--- config.mk ---
export PLATFORM = sky130hd
export DESIGN_NAME = regfile_writeback_flat
export DESIGN_NICKNAME = d
export VERILOG_FILES = /design/src/rtl/regfile_writeback_if.sv /design/src/rtl/regfile_writeback.sv /design/src/flat_wrapper.sv
export SDC_FILE = /design/constraint.sdc
export NUM_CORES = 1
export LEC_CHECK = 0
export ABC_AREA = 1
export BUFFER_PORTS_ARGS = -buffer_cell sky130_fd_sc_hd__buf_2
export CORE_ASPECT_RATIO = 1.75
export CORE_MARGIN = 8
export CORE_UTILIZATION = 51
export DETAILED_ROUTE_END_ITERATION = 8
export GPL_TIMING_DRIVEN = 0
export PLACE_DENSITY = 0.73
export SYNTH_ARGS = -nofsm -noshare
export SYNTH_HDL_FRONTEND = slang
export SYNTH_SLANG_ARGS = --single-unit
--- constraint.sdc ---
create_clock -name clk -period 4.1 [get_ports clk]
set_input_delay 0.205 -clock clk [delete_from_list [all_inputs] [get_ports clk]]
set_output_delay 0.205 -clock clk [all_outputs]
set_load 0.01 [all_outputs]
--- src/rtl/regfile_writeback_if.sv ---
// Bus bundle for the register-file write-back sequencer: ALU/LSU result inputs,
// write-port outputs and the pending-write scoreboard. WB_BYPASS_EN adds the fwd_* early-forward signals.
interface regfile_writeback_if #(
    parameter int unsigned XLEN = 64
);
    logic            alu_valid;
    logic [4:0]      alu_rd;
    logic [XLEN-1:0] alu_data;
    logic            lsu_valid;
    logic            lsu_ready;
    logic [4:0]      lsu_rd;
    logic [XLEN-1:0] lsu_data;
    logic            wb_we;
    logic [4:0]      wb_rd;
    logic [XLEN-1:0] wb_data;
    logic [31:0]     pending_mask;
`ifdef WB_BYPASS_EN
    logic            fwd_valid;
    logic [4:0]      fwd_rd;
    logic [XLEN-1:0] fwd_data;
`endif

    modport master (
        output alu_valid, alu_rd, alu_data, lsu_valid, lsu_rd, lsu_data,
        input  lsu_ready, wb_we, wb_rd, wb_data, pending_mask
`ifdef WB_BYPASS_EN
        , input fwd_valid, fwd_rd, fwd_data
`endif
    );

    modport slave (
        input  alu_valid, alu_rd, alu_data, lsu_valid, lsu_rd, lsu_data,
        output lsu_ready, wb_we, wb_rd, wb_data, pending_mask
`ifdef WB_BYPASS_EN
        , output fwd_valid, fwd_rd, fwd_data
`endif
    );
endinterface

--- src/rtl/regfile_writeback.sv ---
// Merges ALU results (priority, never stalled) and FIFO-buffered LSU results onto the
// single register-file write port, with a pending-write scoreboard. Optional: WB_BYPASS_EN.
module regfile_writeback #(
    parameter int unsigned LSU_FIFO_DEPTH = 2,
    parameter int unsigned XLEN           = 64
) (
    input logic                 clk,
    input logic                 rst,
    regfile_writeback_if.slave  bus
);
    localparam int unsigned PW = $clog2(LSU_FIFO_DEPTH);
    localparam int unsigned CW = PW + 1;
    localparam logic [CW-1:0] FULL_CNT = CW'(LSU_FIFO_DEPTH);

    logic            live_q [LSU_FIFO_DEPTH];
    logic            live_d [LSU_FIFO_DEPTH];
    logic [4:0]      rd_q   [LSU_FIFO_DEPTH];
    logic [4:0]      rd_d   [LSU_FIFO_DEPTH];
    logic [XLEN-1:0] data_q [LSU_FIFO_DEPTH];
    logic [XLEN-1:0] data_d [LSU_FIFO_DEPTH];

    logic [PW-1:0]   rd_ptr_q, rd_ptr_d;
    logic [PW-1:0]   wr_ptr_q, wr_ptr_d;
    logic [CW-1:0]   count_q, count_d;
    logic            lsu_ready_q, lsu_ready_d;
    logic            wb_we_q, wb_we_d;
    logic [4:0]      wb_rd_q, wb_rd_d;
    logic [XLEN-1:0] wb_data_q, wb_data_d;
    logic [31:0]     pending_mask_q, pending_mask_d;

    logic            push;
    logic            pop;
    logic            sel_valid;
    logic [4:0]      sel_rd;
    logic [XLEN-1:0] sel_data;

    // Write-port arbitration: ALU first, otherwise drain the FIFO head.
    always_comb begin
        push      = bus.lsu_valid && lsu_ready_q;
        pop       = !bus.alu_valid && (count_q != '0);
        sel_valid = 1'b0;
        sel_rd    = '0;
        sel_data  = '0;
        if (bus.alu_valid) begin
            sel_valid = 1'b1;
            sel_rd    = bus.alu_rd;
            sel_data  = bus.alu_data;
        end else if (pop && live_q[rd_ptr_q]) begin
            sel_valid = 1'b1;
            sel_rd    = rd_q[rd_ptr_q];
            sel_data  = data_q[rd_ptr_q];
        end
    end

    always_comb begin
        live_d         = live_q;
        rd_d           = rd_q;
        data_d         = data_q;
        rd_ptr_d       = rd_ptr_q;
        wr_ptr_d       = wr_ptr_q;
        wb_we_d        = 1'b0;
        wb_rd_d        = wb_rd_q;
        wb_data_d      = wb_data_q;
        pending_mask_d = '0;

        // The ALU result is younger than anything already queued for the same rd.
        for (int i = 0; i < int'(LSU_FIFO_DEPTH); i++) begin
            if (bus.alu_valid && live_q[i] && (rd_q[i] == bus.alu_rd)) begin
                live_d[i] = 1'b0;
            end
        end

        if (pop) begin
            live_d[rd_ptr_q] = 1'b0;
            rd_ptr_d         = rd_ptr_q + PW'(1);
        end

        // Pushed after the kill so a same-cycle LSU result survives.
        if (push) begin
            live_d[wr_ptr_q] = 1'b1;
            rd_d[wr_ptr_q]   = bus.lsu_rd;
            data_d[wr_ptr_q] = bus.lsu_data;
            wr_ptr_d         = wr_ptr_q + PW'(1);
        end

        count_d     = count_q + CW'(push) - CW'(pop);
        lsu_ready_d = (count_d != FULL_CNT);

        if (sel_valid) begin
            wb_we_d   = (sel_rd != 5'd0);
            wb_rd_d   = sel_rd;
            wb_data_d = sel_data;
        end

        for (int i = 0; i < int'(LSU_FIFO_DEPTH); i++) begin
            if (live_d[i]) begin
                pending_mask_d[rd_d[i]] = 1'b1;
            end
        end
        pending_mask_d[0] = 1'b0;
    end

    always_ff @(posedge clk) begin
        if (rst) begin
            for (int i = 0; i < int'(LSU_FIFO_DEPTH); i++) begin
                live_q[i] <= 1'b0;
                rd_q[i]   <= '0;
                data_q[i] <= '0;
            end
            rd_ptr_q       <= '0;
            wr_ptr_q       <= '0;
            count_q        <= '0;
            lsu_ready_q    <= 1'b0;
            wb_we_q        <= 1'b0;
            wb_rd_q        <= '0;
            wb_data_q      <= '0;
            pending_mask_q <= '0;
        end else begin
            live_q         <= live_d;
            rd_q           <= rd_d;
            data_q         <= data_d;
            rd_ptr_q       <= rd_ptr_d;
            wr_ptr_q       <= wr_ptr_d;
            count_q        <= count_d;
            lsu_ready_q    <= lsu_ready_d;
            wb_we_q        <= wb_we_d;
            wb_rd_q        <= wb_rd_d;
            wb_data_q      <= wb_data_d;
            pending_mask_q <= pending_mask_d;
        end
    end

    assign bus.lsu_ready    = lsu_ready_q;
    assign bus.wb_we        = wb_we_q;
    assign bus.wb_rd        = wb_rd_q;
    assign bus.wb_data      = wb_data_q;
    assign bus.pending_mask = pending_mask_q;

`ifdef WB_BYPASS_EN
    // Early view of next cycle's write for read-stage forwarding.
    assign bus.fwd_valid = sel_valid && (sel_rd != 5'd0);
    assign bus.fwd_rd    = sel_rd;
    assign bus.fwd_data  = sel_data;
`endif

endmodule

--- src/flat_wrapper.sv ---
// flat-port wrapper written by rule: the top's interface ports become plain ports
module regfile_writeback_flat 
#(
    parameter int unsigned LSU_FIFO_DEPTH = 2,
    parameter int unsigned XLEN           = 64
)
  (clk, rst, bus_alu_valid, bus_alu_rd, bus_alu_data, bus_lsu_valid, bus_lsu_rd, bus_lsu_data, bus_lsu_ready, bus_wb_we, bus_wb_rd, bus_wb_data, bus_pending_mask);
  regfile_writeback_if #(.XLEN(XLEN)) bus_i ();
  input logic clk;
  input logic rst;
  input wire logic [$bits(bus_i.alu_valid)-1:0] bus_alu_valid;
  input wire logic [$bits(bus_i.alu_rd)-1:0] bus_alu_rd;
  input wire logic [$bits(bus_i.alu_data)-1:0] bus_alu_data;
  input wire logic [$bits(bus_i.lsu_valid)-1:0] bus_lsu_valid;
  input wire logic [$bits(bus_i.lsu_rd)-1:0] bus_lsu_rd;
  input wire logic [$bits(bus_i.lsu_data)-1:0] bus_lsu_data;
  output wire logic [$bits(bus_i.lsu_ready)-1:0] bus_lsu_ready;
  output wire logic [$bits(bus_i.wb_we)-1:0] bus_wb_we;
  output wire logic [$bits(bus_i.wb_rd)-1:0] bus_wb_rd;
  output wire logic [$bits(bus_i.wb_data)-1:0] bus_wb_data;
  output wire logic [$bits(bus_i.pending_mask)-1:0] bus_pending_mask;
  assign bus_i.alu_valid = bus_alu_valid;
  assign bus_i.alu_rd = bus_alu_rd;
  assign bus_i.alu_data = bus_alu_data;
  assign bus_i.lsu_valid = bus_lsu_valid;
  assign bus_i.lsu_rd = bus_lsu_rd;
  assign bus_i.lsu_data = bus_lsu_data;
  assign bus_lsu_ready = bus_i.lsu_ready;
  assign bus_wb_we = bus_i.wb_we;
  assign bus_wb_rd = bus_i.wb_rd;
  assign bus_wb_data = bus_i.wb_data;
  assign bus_pending_mask = bus_i.pending_mask;
  regfile_writeback #(.LSU_FIFO_DEPTH(LSU_FIFO_DEPTH), .XLEN(XLEN)) u_core (.clk(clk), .rst(rst), .bus(bus_i));
endmodule
# Word-level counts from Yosys, hierarchy flattened
# Index checks and enable logic that the tools add are counted.
[classes]
n_addsub = 4
magnitude_cmp = 8
n_eq_ne = 3
n_mux = 36
n_bitwise = 7
n_reduce_logical = 15
[ops]
columns = ["op", "n"]
rows = [
  ["64-bit 2-to-1 mux", 6],
  ["128-bit bitwise mux", 1],
  ["64-bit demux with 1-bit select", 1],
  ["32-bit 2-to-1 mux", 2],
  ["32-bit bitwise OR", 1],
  ["5-bit 2-to-1 mux", 6],
  ["5-bit by 6-bit < comparator with 1-bit output (second input constant)", 2],
  ["1-bit logical AND", 11],
  ["1-bit 2-to-1 mux", 11],
  ["10-bit bitwise mux", 1],
  ["1-bit demux with 5-bit select", 2],
  ["5-bit == test", 2],
  ["5-bit by 1-bit >= comparator with 1-bit output (second input constant)", 2],
  ["10-bit 2-to-1 mux", 1],
  ["5-bit demux with 1-bit select", 1],
  ["5-bit nonzero test", 1],
  ["2-bit >= comparator (second input constant)", 2],
  ["2-bit by 1-bit < comparator with 1-bit output (second input constant)", 2],
  ["2-bit 2-to-1 mux", 2],
  ["1-bit inverter with 2-bit output", 2],
  ["1-bit adder (second input constant)", 2],
  ["2-bit by 1-bit adder with 2-bit output", 1],
  ["2-bit bitwise AND", 1],
  ["1-bit demux with 1-bit select", 2],
  ["8 further kinds", 8],
]
[totals]
ff_bits = 247
inputBits = 142
output_inout_bits = 103
elab_cells = 88

# Logic depth before layout (Yosys ltp)
# Gate-level depths: netlist (run 1).
[logic_depth]
depth_word = 14
depth_mapped = 11
ltp_nobuf = 11

# Worst setup path after synthesis (run 1)
# OpenSTA, ideal clock, no wires.
[synth_timing]
kind = "register to register"
startpoint = "register u_core.count_q[1]"
endpoint = "register u_core.lsu_ready_q, in the netlist u_core.bus.lsu_ready"
setup_time_ps = 65
t_arrival_ps = 1469
required_time_ps = 4035
path_slack_ps = 2566
stages_incl_launch_ff = 10
n_path_buf = 0
period_less_slack_ps = 1534
cell_sequence = "dfxtp_1 -> nor2_1 -> nor2_2 -> ha_1 -> inv_1 -> ha_1 -> xnor2_1 -> xor2_1 -> nor2_1 -> nor2_1"
[synth_via]
elab_chain_cells = 4
elab_cells_between_ends = 5
cone_classes = "add/sub (2); eq/ne (1); reduce/logical (2)"
[synth_rtl]
columns = ["element", "line", "text"]
rows = [
  ["start, declared", "regfile_writeback.sv:24", "logic [CW-1:0] count_q, count_d;"],
  ["start signal, assigned", "regfile_writeback.sv:124", "count_q <= count_d;"],
  ["2-bit nonzero test", "regfile_writeback.sv:40", "pop = !bus.alu_valid && (count_q != '0);"],
  ["1-bit logical AND", "regfile_writeback.sv:40", ""],
  ["via u_core.pop", "regfile_writeback.sv:32", "logic pop;"],
  ["2-bit by 1-bit subtractor with 2-bit output", "regfile_writeback.sv:86", "count_d = count_q + CW'(push) - CW'(pop);"],
  ["2-bit inequality test", "regfile_writeback.sv:87", "lsu_ready_d = (count_d != FULL_CNT);"],
  ["end signal, assigned", "regfile_writeback.sv:125", "lsu_ready_q <= lsu_ready_d;"],
  ["end, declared", "regfile_writeback.sv:25", "logic lsu_ready_q, lsu_ready_d;"],
]
# The timed path passes the listed nets, and every way through them passes these cells.
# A chain may end at the register's enable or synchronous reset.

# Worst setup path after layout (run 1)
[layout_timing]
startpoint = "register u_core.rd_ptr_q"
endpoint = "register u_core.wb_we_q, in the netlist u_core.bus.wb_we"
[layout_via]
elab_chain_cells = 9
elab_cells_between_ends = 15
cone_classes = "mux (10); bitwise (2); reduce/logical (3)"
[layout_rtl]
columns = ["element", "line", "text"]
rows = [
  ["start, declared", "regfile_writeback.sv:22", "logic [PW-1:0] rd_ptr_q, rd_ptr_d;"],
  ["start signal, assigned", "regfile_writeback.sv:122", "rd_ptr_q <= rd_ptr_d;"],
  ["1-bit inverter with 2-bit output (implied by the code) (*)", "regfile_writeback.sv:48, regfile_writeback.sv:50", ""],
  ["1-bit 2-to-1 mux (implied by the code) (3 in series)", "regfile_writeback.sv:48", "end else if (pop && live_q[rd_ptr_q]) begin"],
  ["1-bit logical AND", "regfile_writeback.sv:48", ""],
  ["1-bit 2-to-1 mux", "regfile_writeback.sv:48", ""],
  ["1-bit 2-to-1 mux", "regfile_writeback.sv:44", "if (bus.alu_valid) begin"],
  ["1-bit inverter (no line)", "n/a", ""],
  ["2-bit OR reduction (no line)", "n/a", ""],
  ["end signal, assigned", "regfile_writeback.sv:126", "wb_we_q <= wb_we_d;"],
  ["end, declared", "regfile_writeback.sv:26", "logic wb_we_q, wb_we_d;"],
]
# Every way passes the cells marked *; elsewhere a longest branch is shown, timed or not. The select of a mux whose other input is x is not followed.

==> run_results.csv, run 1 <==
group,metric,value,unit
clocking,htreeDepth,1,
critical_path,ff2ff_path_depth,10,
logic_synthesis,synth_warnings,0,
critical_path,endpoint_kind,"flop",
logic_synthesis,seq_area_frac_synth,0.474,
layout,multi_input_area,4670,sq um
critical_path,endpoint,"u_core.bus.wb_we$_SDFF_PP0_",
critical_path,reg2reg_slack,1.89,ns
clocking,clkLatencyLatePin,0.51,ns
timing,rsz0062_at_grt,"no",
die,die_h,205,microns
place,port-buffer-count,242,
layout,layout-drive-gt1-share,0.173,
critical_path,worstPathArrival,2.62,ns
die,die_x,124,microns
clocking,cts_buffer_depth,3,
run,max_cap_violations,0,
drt,drc,0,
drt,vias,11100,
logic_synthesis,synth_nets,1646,
layout,finalCoreUtilization,0.660,
timing,clock.fmax,0.453,GHz
layout,n_fill_cell,1835,
logic_synthesis,synth_seq_cells,246,
layout,seq_area,4920,sq um
clocking,cts_root_buf,"clkbuf_16",
critical_path,crit_top_cell,"nand2_1",
global_routing,grtUsageTotal,0.277,
critical_path,crit_fanout,10,
critical_path,startpoint,"u_core.rd_ptr_q$_SDFFE_PP0P_",
layout,layout_commonest_cell,"nor2_1",
timing,finClkSkew,0.0104,ns
power_and_ir_drop,leakage,5.90,nW
drt,wire_per_inst,17.0,microns
min_path,min_path_type,"input port to flop",
layout,layout_common_cells,"284 x nor2_1, 270 x buf_2, 263 x nand2_1",
critical_path,rr_startpoint,"u_core.rd_ptr_q$_SDFFE_PP0P_",
clocking,cts_setup_buffers,0,
clocking,numClockSinks,246,
logic_synthesis,synth_area,10400,sq um
timing,drv_slew,0,
clocking,cts-resized-gates,0,
timing,min_period,2.21,ns
logic_synthesis,synthDistinctLibCells,27,
critical_path,worstPathCellList,"inv_1 > nand2_1 > nand2_1 > nand2_2 > inv_2 > nor2_4 > buf_2 > nor2_1 > nand2_1 > inv_1",
die,coreArea,20100,sq um
drt,routed_wl,35600,microns
die,io_pins,245,
critical_path,critPathLaunchType,"flop",
timing,hold_violations,0,
drt,drtIter0Drc,880,
global_routing,grt_max_degree,17,
power_and_ir_drop,vdd_drop_max,0.621,mV
critical_path,slowest_stage,"dfxtp_1",
clocking,hold_buffers,61,
die,die_area,25400,sq um
global_routing,grt_pass1_vias,11000,
timing,slew_headroom,0.525,
global_routing,gr-total-overflow,0,
layout,nets,1973,
critical_path,r2r_end,"u_core.bus.wb_we$_SDFF_PP0_",
logic_synthesis,syn_avg_cell_area,6.92,sq um
timing,tns,0,ns
timing,tightest_slew,0.712,ns
timing,setup_viol_count_final,0,
status,status,"complete, no violations",
drt,vias_per_cell,5.31,
critical_path,critPathMaxStageDelay,0.38,ns
global_routing,antenna_found_initial,3,
critical_path,cp_data_required_time,4.51,ns
global_routing,grt_pass1_wl,56000,microns
timing,fin_crit_sh,0.538,
layout,syn_to_final_growth,27.7,%
place,gp_congestion,0.970,
die,start_util,0.517,
place,post-dp-hpwl,26600,microns
drt,ant_nets,0,
clocking,cts_tree,"built",
critical_path,worst-setup-path-type,"flop to flop",
logic_synthesis,syn_inst,1502,
clocking,cts_buffers,22,
drt,first_pass_iters,6,
power_and_ir_drop,p_per_area,504,nW/um^2
die,core.rowCount,69,
clocking,clk_pin_slew,0.07,ns
worst min path at each step:
stage,start,end,slack [ns],depth (start not counted)
detailed placement,u_core.data_q[8]$_SDFFE_PP0P_,u_core.data_q[8]$_SDFFE_PP0P_,0.44,2
global route,bus_lsu_data[8],u_core.data_q[8]$_SDFFE_PP0P_,0.007,3
CTS,bus_alu_data[3],u_core.bus.wb_data[3]$_SDFFE_PP0N_,0.002,5
global placement,u_core.data_q[25]$_SDFFE_PP0P_,u_core.data_q[25]$_SDFFE_PP0P_,0.44,2
floorplan,bus_lsu_data[63],u_core.data_q[127]$_SDFFE_PP0P_,0.37,2
finish,bus_lsu_data[8],u_core.data_q[72]$_SDFFE_PP0P_,0.005,3
area by class of cell:
| type | count | area share |
|---|---|---|
| Antenna cell | 1 | 0.000189 |
| Buffer | 104 | 0.0329 |
| Clock buffer | 31 | 0.0479 |
| Clock inverter | 9 | 0.00792 |
| Inverter | 96 | 0.0272 |
| Multi-Input combinational cell | 1056 | 0.352 |
| Sequential cell | 246 | 0.371 |
| Tap cell | 248 | 0.0234 |
| Timing Repair Buffer | 303 | 0.137 |
kinds of logic (layout without fill, tap and decap cells):
kind of cell | count (synthesis) | after routing | synth area share
AND/OR/NAND/NOR | 645 | 645 | 0.248
other | 1 | 2 | 0.000361
flip-flops | 246 | 246 | 0.474
adder cells (fa/ha/maj) | 2 | 2 | 0.00241
XOR/XNOR | 2 | 2 | 0.00169
AO/OA/AOI/OAI | 406 | 406 | 0.197
buffers and inverters | 200 | 543 | 0.0767
critical path: cells and delay by family, from the launching register on:
family | cells | cell delay, ns
simple gates | 6 | 1.00
buf+inv | 4 | 0.72
flops | 1 | 0.38
registers in the layout (all words and copies together) (netlist names):
name                     count
u_core.rd_ptr_q              1
u_core.bus.wb_we             1
u_core.data_q              128
u_core.bus.lsu_ready         1
u_core.count_q               2
u_core.rd_q                 10
u_core.bus.pending_mask     31
u_core.live_q                2
u_core.wr_ptr_q              1
u_core.bus.wb_data          64
u_core.bus.wb_rd             5
layer usage:
| layer | track usage | vias to the layer above | share of wire |
|---|---|---|---|
| met2 | 0.506 | 419 | 0.52 |
| met4 | 0.150 | 4 | 0.052 |
| met1 | 0.291 | 5065 | 0.36 |
| met3 | 0.0447 | 116 | 0.061 |
| li1 | - | 5521 | - |
| met5 | 0 | - | 0.00073 |
through the flow:
| stage | hold WS (ns) | instances | power, W | instance area (sq um) | worst slack, ns |
|---|---|---|---|---|---|
| final | 0.00497 | 2094 | 0.00669 | 13300 | 1.89 |
| after global routing | 0.00729 | 2094 | 0.00703 | 13300 | 1.79 |
| after CTS | 0.00228 | 2093 | 0.00668 | 13300 | 1.92 |
| after detailed placement | 0.442 | 1992 | 0.00453 | 11900 | 1.94 |
| after global placement | 0.438 | 1992 | 0.00449 | 11900 | 1.93 |
| after floorplan | 0.369 | 1502 | 0.00392 | 10400 | 2.57 |
power by group:
group / total (W) / switching, W / internal [W]
combinational: 0.00175 / 0.00118 / 0.000569
clock: 0.00214 / 0.000923 / 0.00122
sequential: 0.00280 / 0.000138 / 0.00266
synthesized netlist by cell type:
cell | number | area, sq um
nor2_1 | 284 | 1070
nand2_1 | 263 | 987
dfxtp_1 | 246 | 4920
o21ai_0 | 241 | 1210
a21oi_1 | 136 | 681
inv_1 | 95 | 357
nand3_1 | 85 | 425
clkbuf_1 | 70 | 263
buf_2 | 28 | 140
o21ai_1 | 25 | 125
nand2_2 | 5 | 31.3
buf_1 | 4 | 15.0
nand4_1 | 3 | 18.8
ha_1 | 2 | 25.0
nor2_2 | 2 | 12.5
o21ai_2 | 2 | 17.5
a31oi_1 | 1 | 6.26
buf_4 | 1 | 7.51
buf_6 | 1 | 11.3
conb_1 | 1 | 3.75
inv_2 | 1 | 3.75
nand3_2 | 1 | 10.0
nand3_4 | 1 | 17.5
nor2_4 | 1 | 11.3
o21bai_1 | 1 | 7.51
xnor2_1 | 1 | 8.76
xor2_1 | 1 | 8.76
No activity file was read; power rests on OpenSTA's default activity.
==> run 2, diff against run 1 <==
- clock period: 4.1 -> 2.1 ns (I/O delays scaled with it)
==> run 2 against run 1 <==
  * Routed wire length rose by 6.7%
  * Largest power group unchanged
  * Combinational power rose by 100%
  * Highest routed layer is now met4
  * Sequential share of layout area fell by 2.0 points
  * Critical endpoint is now u_core.bus.wb_data[55]$_SDFFE_PP0N_
==> run_results.csv, run 2 (synthesized netlist as in run 1, its figures left out) <==
group,metric,value,unit
critical_path,slowest_stage,"dfxtp_1",
die,die_x,124,microns
critical_path,worst-setup-path-type,"flop to flop",
die,core.rowCount,69,
min_path,min_path_type,"input port to flop",
global_routing,grtUsageTotal,0.295,
power_and_ir_drop,p_clk_frac,0.316,
global_routing,grt_pass1_vias,11700,
critical_path,crit_cells,9,
place,dp.cells,1992,
clocking,cts_tree,"built",
layout,layout_common_cells,"284 x nor2_1, 266 x buf_2, 262 x nand2_1",
global_routing,grt_pass1_wl,59600,microns
timing,fin_crit_sh,0.944,
place,post-dp-hpwl,26600,microns
place,port-buffer-count,242,
power_and_ir_drop,leakage,6.22,nW
drt,vias_per_cell,5.40,
clocking,htreeDepth,1,
layout,syn_to_final_growth,34.9,%
critical_path,worstPathArrival,2.42,ns
timing,clock.fmax,0.504,GHz
critical_path,cp_data_required_time,2.54,ns
clocking,cts_buffers,22,
timing,min_period,1.98,ns
layout,largest_register_ffs,128,
run,max_cap_violations,0,
timing,rsz0062_at_grt,"no",
status,status,"complete, no violations",
clocking,cts_buffer_depth,3,
power_and_ir_drop,vdd_drop_max,1.22,mV
power_and_ir_drop,p_sw,0.00446,W
layout,layout-drive-gt1-share,0.170,
die,io_pins,245,
die,start_util,0.517,
die,die_area,25400,sq um
drt,drc,0,
power_and_ir_drop,pwr-share-comb,0.271,
timing,finClkSkew,0.00683,ns
layout,regMostFlops,"u_core.data_q",
global_routing,antenna_found_initial,6,
global_routing,gr-total-overflow,0,
power_and_ir_drop,p_int,0.00877,W
critical_path,timing.critical_path.max_delay_family,"simple AND/OR/NAND/NOR gates",
critical_path,endpoint_kind,"flop",
global_routing,grt_max_degree,17,
drt,m1WireLength,13500,microns
clocking,cts_setup_buffers,0,
clocking,numClockSinks,246,
clocking,cts_root_buf,"clkbuf_16",
die,die_h,205,microns
timing,tightest_slew,0.731,ns
power_and_ir_drop,p_per_area,943,nW/um^2
power_and_ir_drop,finalPower,0.0132,W
critical_path,crit_fanout,10,
timing,setup_viol_count_final,0,
clocking,clkLatencyLatePin,0.51,ns
drt,first_pass_iters,5,
drt,route.met3.wl,2440,microns
drt,top_layer_used,"met4",
layout,final_cells,2171,
drt,wl_met2,19800,microns
die,coreArea,20100,sq um
layout,n_fill_cell,1682,
timing,drv_slew,0,
min_path,holdPathStages,5,
drt,wire_per_inst,17.5,microns
critical_path,ff2ff_path_depth,9,
critical_path,critPathMaxStageDelay,0.38,ns
drt,routed_wl,38000,microns
place,gp_congestion,0.970,
drt,ant_nets,0,
clocking,clk_pin_slew,0.07,ns
layout,nets,2045,
critical_path,crit_buf_inv,3,
critical_path,worstPathCellList,"inv_1 > nand2_1 > nand2_2 > nand2_4 > inv_2 > nor2_4 > buf_2 > a21oi_1 > nor2_1",
timing,slew_headroom,0.513,
critical_path,critPathLaunchType,"flop",
power_and_ir_drop,seq_power_share,0.413,
timing,hold_violations,0,
layout,layout_commonest_cell,"nor2_1",
drt,vias,11700,
layout,finalCoreUtilization,0.697,
power_and_ir_drop,switching_share,0.337,
drt,drtIter0Drc,889,
==> run 2: worst min-delay path, delay by kind of cell <==
family | cells | cell delay (ns)
AOI/OAI and AO/OA | 1 | 0.04
buffers and inverters | 1 | 0.13
and+or+nand+nor | 3 | 0.21
==> run 2: timing repair <==
| item | CTS | global route |
|---|---|---|
| hold buffers | 133 | 0 |
| hold endpoints to repair | 199 | 0 |
| gates resized for setup | 2 | 11 |
| endpoints found under the setup margin | 11 | 70 |
==> run 2: area by class of cell <==
| type | instances | area (sq um) | area share |
|---|---|---|---|
| inverter | 96 | 360 | 0.0257 |
| antenna | 6 | 15.0 | 0.00107 |
| timing repair buffer | 375 | 2540 | 0.181 |
| clock inverter | 9 | 105 | 0.00750 |
| clock buffer | 31 | 636 | 0.0453 |
| multi-input combinational | 1056 | 4680 | 0.334 |
| tap | 248 | 310 | 0.0221 |
| sequential | 246 | 4920 | 0.351 |
| buffer | 104 | 452 | 0.0322 |
==> run 2: stage by stage <==
| step | instance area [sq um] | hold slack [ns] | setup TNS [ns] | setup slack [ns] |
|---|---|---|---|---|
| global placement | 11900 | 0.367 | -0.106 | -0.0711 |
| detailed placement | 11900 | 0.377 | -0.165 | -0.0604 |
| finish | 14000 | 0.0186 | 0 | 0.117 |
| global route | 14000 | 0.0329 | 0 | 0.0206 |
| floorplan | 10400 | 0.269 | 0 | 0.566 |
| CTS | 14000 | 0.00923 | 0 | 0.00988 |
==> run 2: per-layer routing <==
metal  track usage  vias to the layer above
li1              -                     5666
met1         0.305                     5388
met2         0.534                      509
met3        0.0494                      161
met4         0.185                        0
met5             0                        -
==> run 2: power groups by stage <==
stage | clock (W) | combinational, W | sequential [W]
after global routing | 0.00437 | 0.00397 | 0.00552
after floorplan | 0 | 0.00210 | 0.00555
after detailed placement | 0 | 0.00328 | 0.00556
after global placement | 0 | 0.00324 | 0.00554
after CTS | 0.00420 | 0.00349 | 0.00545
final | 0.00418 | 0.00358 | 0.00547
==> run 2: path summary, 6_finish.rpt <==
kind | startpoint | end | slack (ns)
min | bus_alu_rd[3] | u_core.bus.wb_rd[3]$_SDFFE_PP0N_ | 0.02
min reg2reg | u_core.data_q[22]$_SDFFE_PP0P_ | u_core.data_q[22]$_SDFFE_PP0P_ | 0.45
max | u_core.rd_ptr_q$_SDFFE_PP0P_ | u_core.bus.wb_data[55]$_SDFFE_PP0N_ | 0.12
max reg2reg | u_core.rd_ptr_q$_SDFFE_PP0P_ | u_core.bus.wb_data[55]$_SDFFE_PP0N_ | 0.12
==> run 3, diff against run 2 <==
- CORE_UTILIZATION: 51 -> 49
- PLACE_DENSITY: 0.73 -> 0.74
- REMOVE_ABC_BUFFERS: unset -> 1
- clock period: 2.1 -> 1.8 ns (I/O delays scaled with it)
==> run 3 against run 2 <==
  * Via count decreased by 1.5%
  * Design area grew 3.2%
  * Register-to-register slack worse by 0.05 ns
  * Power grew 19%
  * Clock power rose by 9.6%
  * Count of clock-buffer cells in the layout unchanged
  * Sequential cell count did not move
  * Combinational power increased by 33%
  * Sequential power grew 17%
  * Die area grew 3.7%
  * Final cell count down 1.8%
  * Maximum frequency is 14% higher
  * Critical path type unchanged
  * Highest routed layer unchanged
==> run_results.csv, run 3 (synthesized netlist as in run 1, its figures left out) <==
group,metric,value,unit
timing,tightest_slew,1.02,ns
timing,min_period,1.73,ns
clocking,cts_buffer_depth,3,
layout,regMostFlops,"u_core.data_q",
place,gp_congestion,0.942,
timing,drv_slew,0,
timing,hold_violations,0,
clocking,clkLatencyLatePin,0.50,ns
min_path,holdPathStages,5,
layout,nets,2007,
clocking,numClockSinks,246,
critical_path,endpoint_kind,"flop",
power_and_ir_drop,finalPower,0.0158,W
critical_path,slowest_stage,"dfxtp_4",
critical_path,rr_startpoint,"u_core.count_q[0]$_SDFF_PP0_",
place,place_area,11700,sq um
drt,drc,0,
place,dp.cells,1901,
timing,setup_viol_count_final,0,
critical_path,ff2ff_path_depth,9,
critical_path,critPathLaunchType,"flop",
critical_path,worstPathArrival,2.08,ns
global_routing,antenna_found_initial,5,
status,status,"complete, no violations",
layout,largest_register_ffs,128,
global_routing,grt_pass1_vias,11400,
die,start_util,0.498,
layout,final_area,14500,sq um
critical_path,crit_cells,9,
die,io_pins,245,
die,die_h,209,microns
die,die_area,26300,sq um
run,max_cap_violations,0,
critical_path,crit_buf_inv,1,
critical_path,worstPathCellList,"nor2_4 > nor2_4 > ha_4 > inv_1 > ha_4 > xnor2_2 > xor2_1 > nor2_1 > nor2_1",
global_routing,gr-total-overflow,0,
critical_path,timing.critical_path.max_delay_family,"adder cells",
global_routing,grt_pass1_wl,57100,microns
place,post-dp-hpwl,20800,microns
timing,tns,0,ns
global_routing,grtUsageTotal,0.265,
die,core.rowCount,70,
global_routing,grt_max_degree,110,
critical_path,critPathMaxStageDelay,0.36,ns
drt,top_layer_used,"met4",
drt,ant_nets,0,
die,coreArea,20800,sq um
drt,wire_per_inst,17.2,microns
layout,finalCoreUtilization,0.694,
timing,finClkSkew,0.00960,ns
layout,layout-drive-gt1-share,0.203,
layout,final_cells,2131,
min_path,min_path_type,"input port to flop",
drt,routed_wl,36600,microns
die,die_x,126,microns
timing,clock.fmax,0.577,GHz
clocking,cts_tree,"built",
critical_path,r2r_end,"u_core.bus.lsu_ready$_SDFF_PP0_",
timing,fin_crit_sh,0.963,
min_path,hold_end,"u_core.rd_q[9]$_SDFF_PP0_",
drt,vias,11500,
timing,slew_headroom,0.320,
layout,syn_to_final_growth,39.3,%
drt,wl_met2,19200,microns
critical_path,cp_data_required_time,2.14,ns
min_path,min_from,"bus_lsu_rd[4]",
drt,route.met3.wl,2190,microns
power_and_ir_drop,p_per_area,1090,nW/um^2
clocking,cts_root_buf,"clkbuf_16",
drt,drtIter0Drc,736,
drt,first_pass_iters,5,
critical_path,reg2reg_slack,0.07,ns
critical_path,crit_fanout,5,
power_and_ir_drop,leakage,6.38,nW
clocking,htreeDepth,1,
drt,vias_per_cell,5.42,
critical_path,worst-setup-path-type,"flop to flop",
power_and_ir_drop,vdd_drop_max,0.862,mV
drt,m1WireLength,13300,microns
layout,layout_common_cells,"282 x nor2_1, 253 x nand2_1, 241 x o21ai_0, 241 x buf_2, 241 x dfxtp_1",
clocking,clk_pin_slew,0.07,ns
place,port-buffer-count,243,
clocking,cts_buffers,23,
layout,layout_commonest_cell,"nor2_1",
==> run 3: changes by cell type in the layout (fill, tap and decap cells not counted), sizes merged, moves of 4 or more <==
cell / delta
nand3: +4
clkbuf: -72
inv: -4
buf: +18
dlygate4sd3: +4
==> run 3: worst max path at each step <==
stage,from,end
floorplan,u_core.rd_ptr_q$_SDFFE_PP0P_,u_core.bus.wb_rd[4]$_SDFFE_PP0N_
global placement,u_core.rd_ptr_q$_SDFFE_PP0P_,u_core.bus.wb_rd[4]$_SDFFE_PP0N_
detailed placement,bus_alu_valid,u_core.bus.wb_data[61]$_SDFFE_PP0N_
CTS,u_core.wr_ptr_q$_SDFFE_PP0P_,u_core.bus.pending_mask[4]$_SDFF_PP0_
global route,u_core.count_q[0]$_SDFF_PP0_,u_core.bus.lsu_ready$_SDFF_PP0_
finish,u_core.count_q[0]$_SDFF_PP0_,u_core.bus.lsu_ready$_SDFF_PP0_
==> run 3: metrics by stage <==
stage	hold WS, ns	setup WS [ns]
finish	0.0483	0.0664
global route	0.0921	-0.00416
CTS	0.0427	-0.0622
detailed placement	0.361	-2.23
global placement	0.352	-5.63
floorplan	0.159	-2.77
==> run 3: worst reg2reg max path, stage by stage, from the launching register on <==
cell	delay, ns
dfxtp_4	0.36
nor2_4	0.12
nor2_4	0.07
ha_4	0.31
inv_1	0.05
ha_4	0.16
xnor2_2	0.12
xor2_1	0.17
nor2_1	0.15
nor2_1	0.07
==> run 3: cell type report <==
class	instances	area, sq um
fillers	1743	6370
flip-flops and latches	246	4940
multi-input cells	1064	4940
repair buffers	432	3200
clock buffers	31	636
inverters	96	383
well taps	252	315
clock inverters	4	45.0
diodes	6	15.0
==> run 3: power by group <==
group / total [W] / switching, W / leakage [nW] / internal [W]
Clock: 0.00458 / 0.00200 / 0.337 / 0.00259
Combinational: 0.00477 / 0.00293 / 4.03 / 0.00184
Sequential: 0.00642 / 0.000337 / 2.01 / 0.00608
Total: 0.0158 / 0.00526 / 6.38 / 0.0105
==> run 3: what timing repair did <==
action,CTS,global route
endpoints found under the hold margin,208,0
setup buffers,21,19
setup endpoints to repair,187,120
resized for setup,21,33
hold buffers,138,0
pin swaps,10,11
gates cloned,10,1
==> run 3: layer usage <==
layer,vias to the layer above,track usage
met1,5358,0.265
met3,129,0.0472
li1,5600,-
met4,0,0.152
met5,-,0
met2,457,0.499
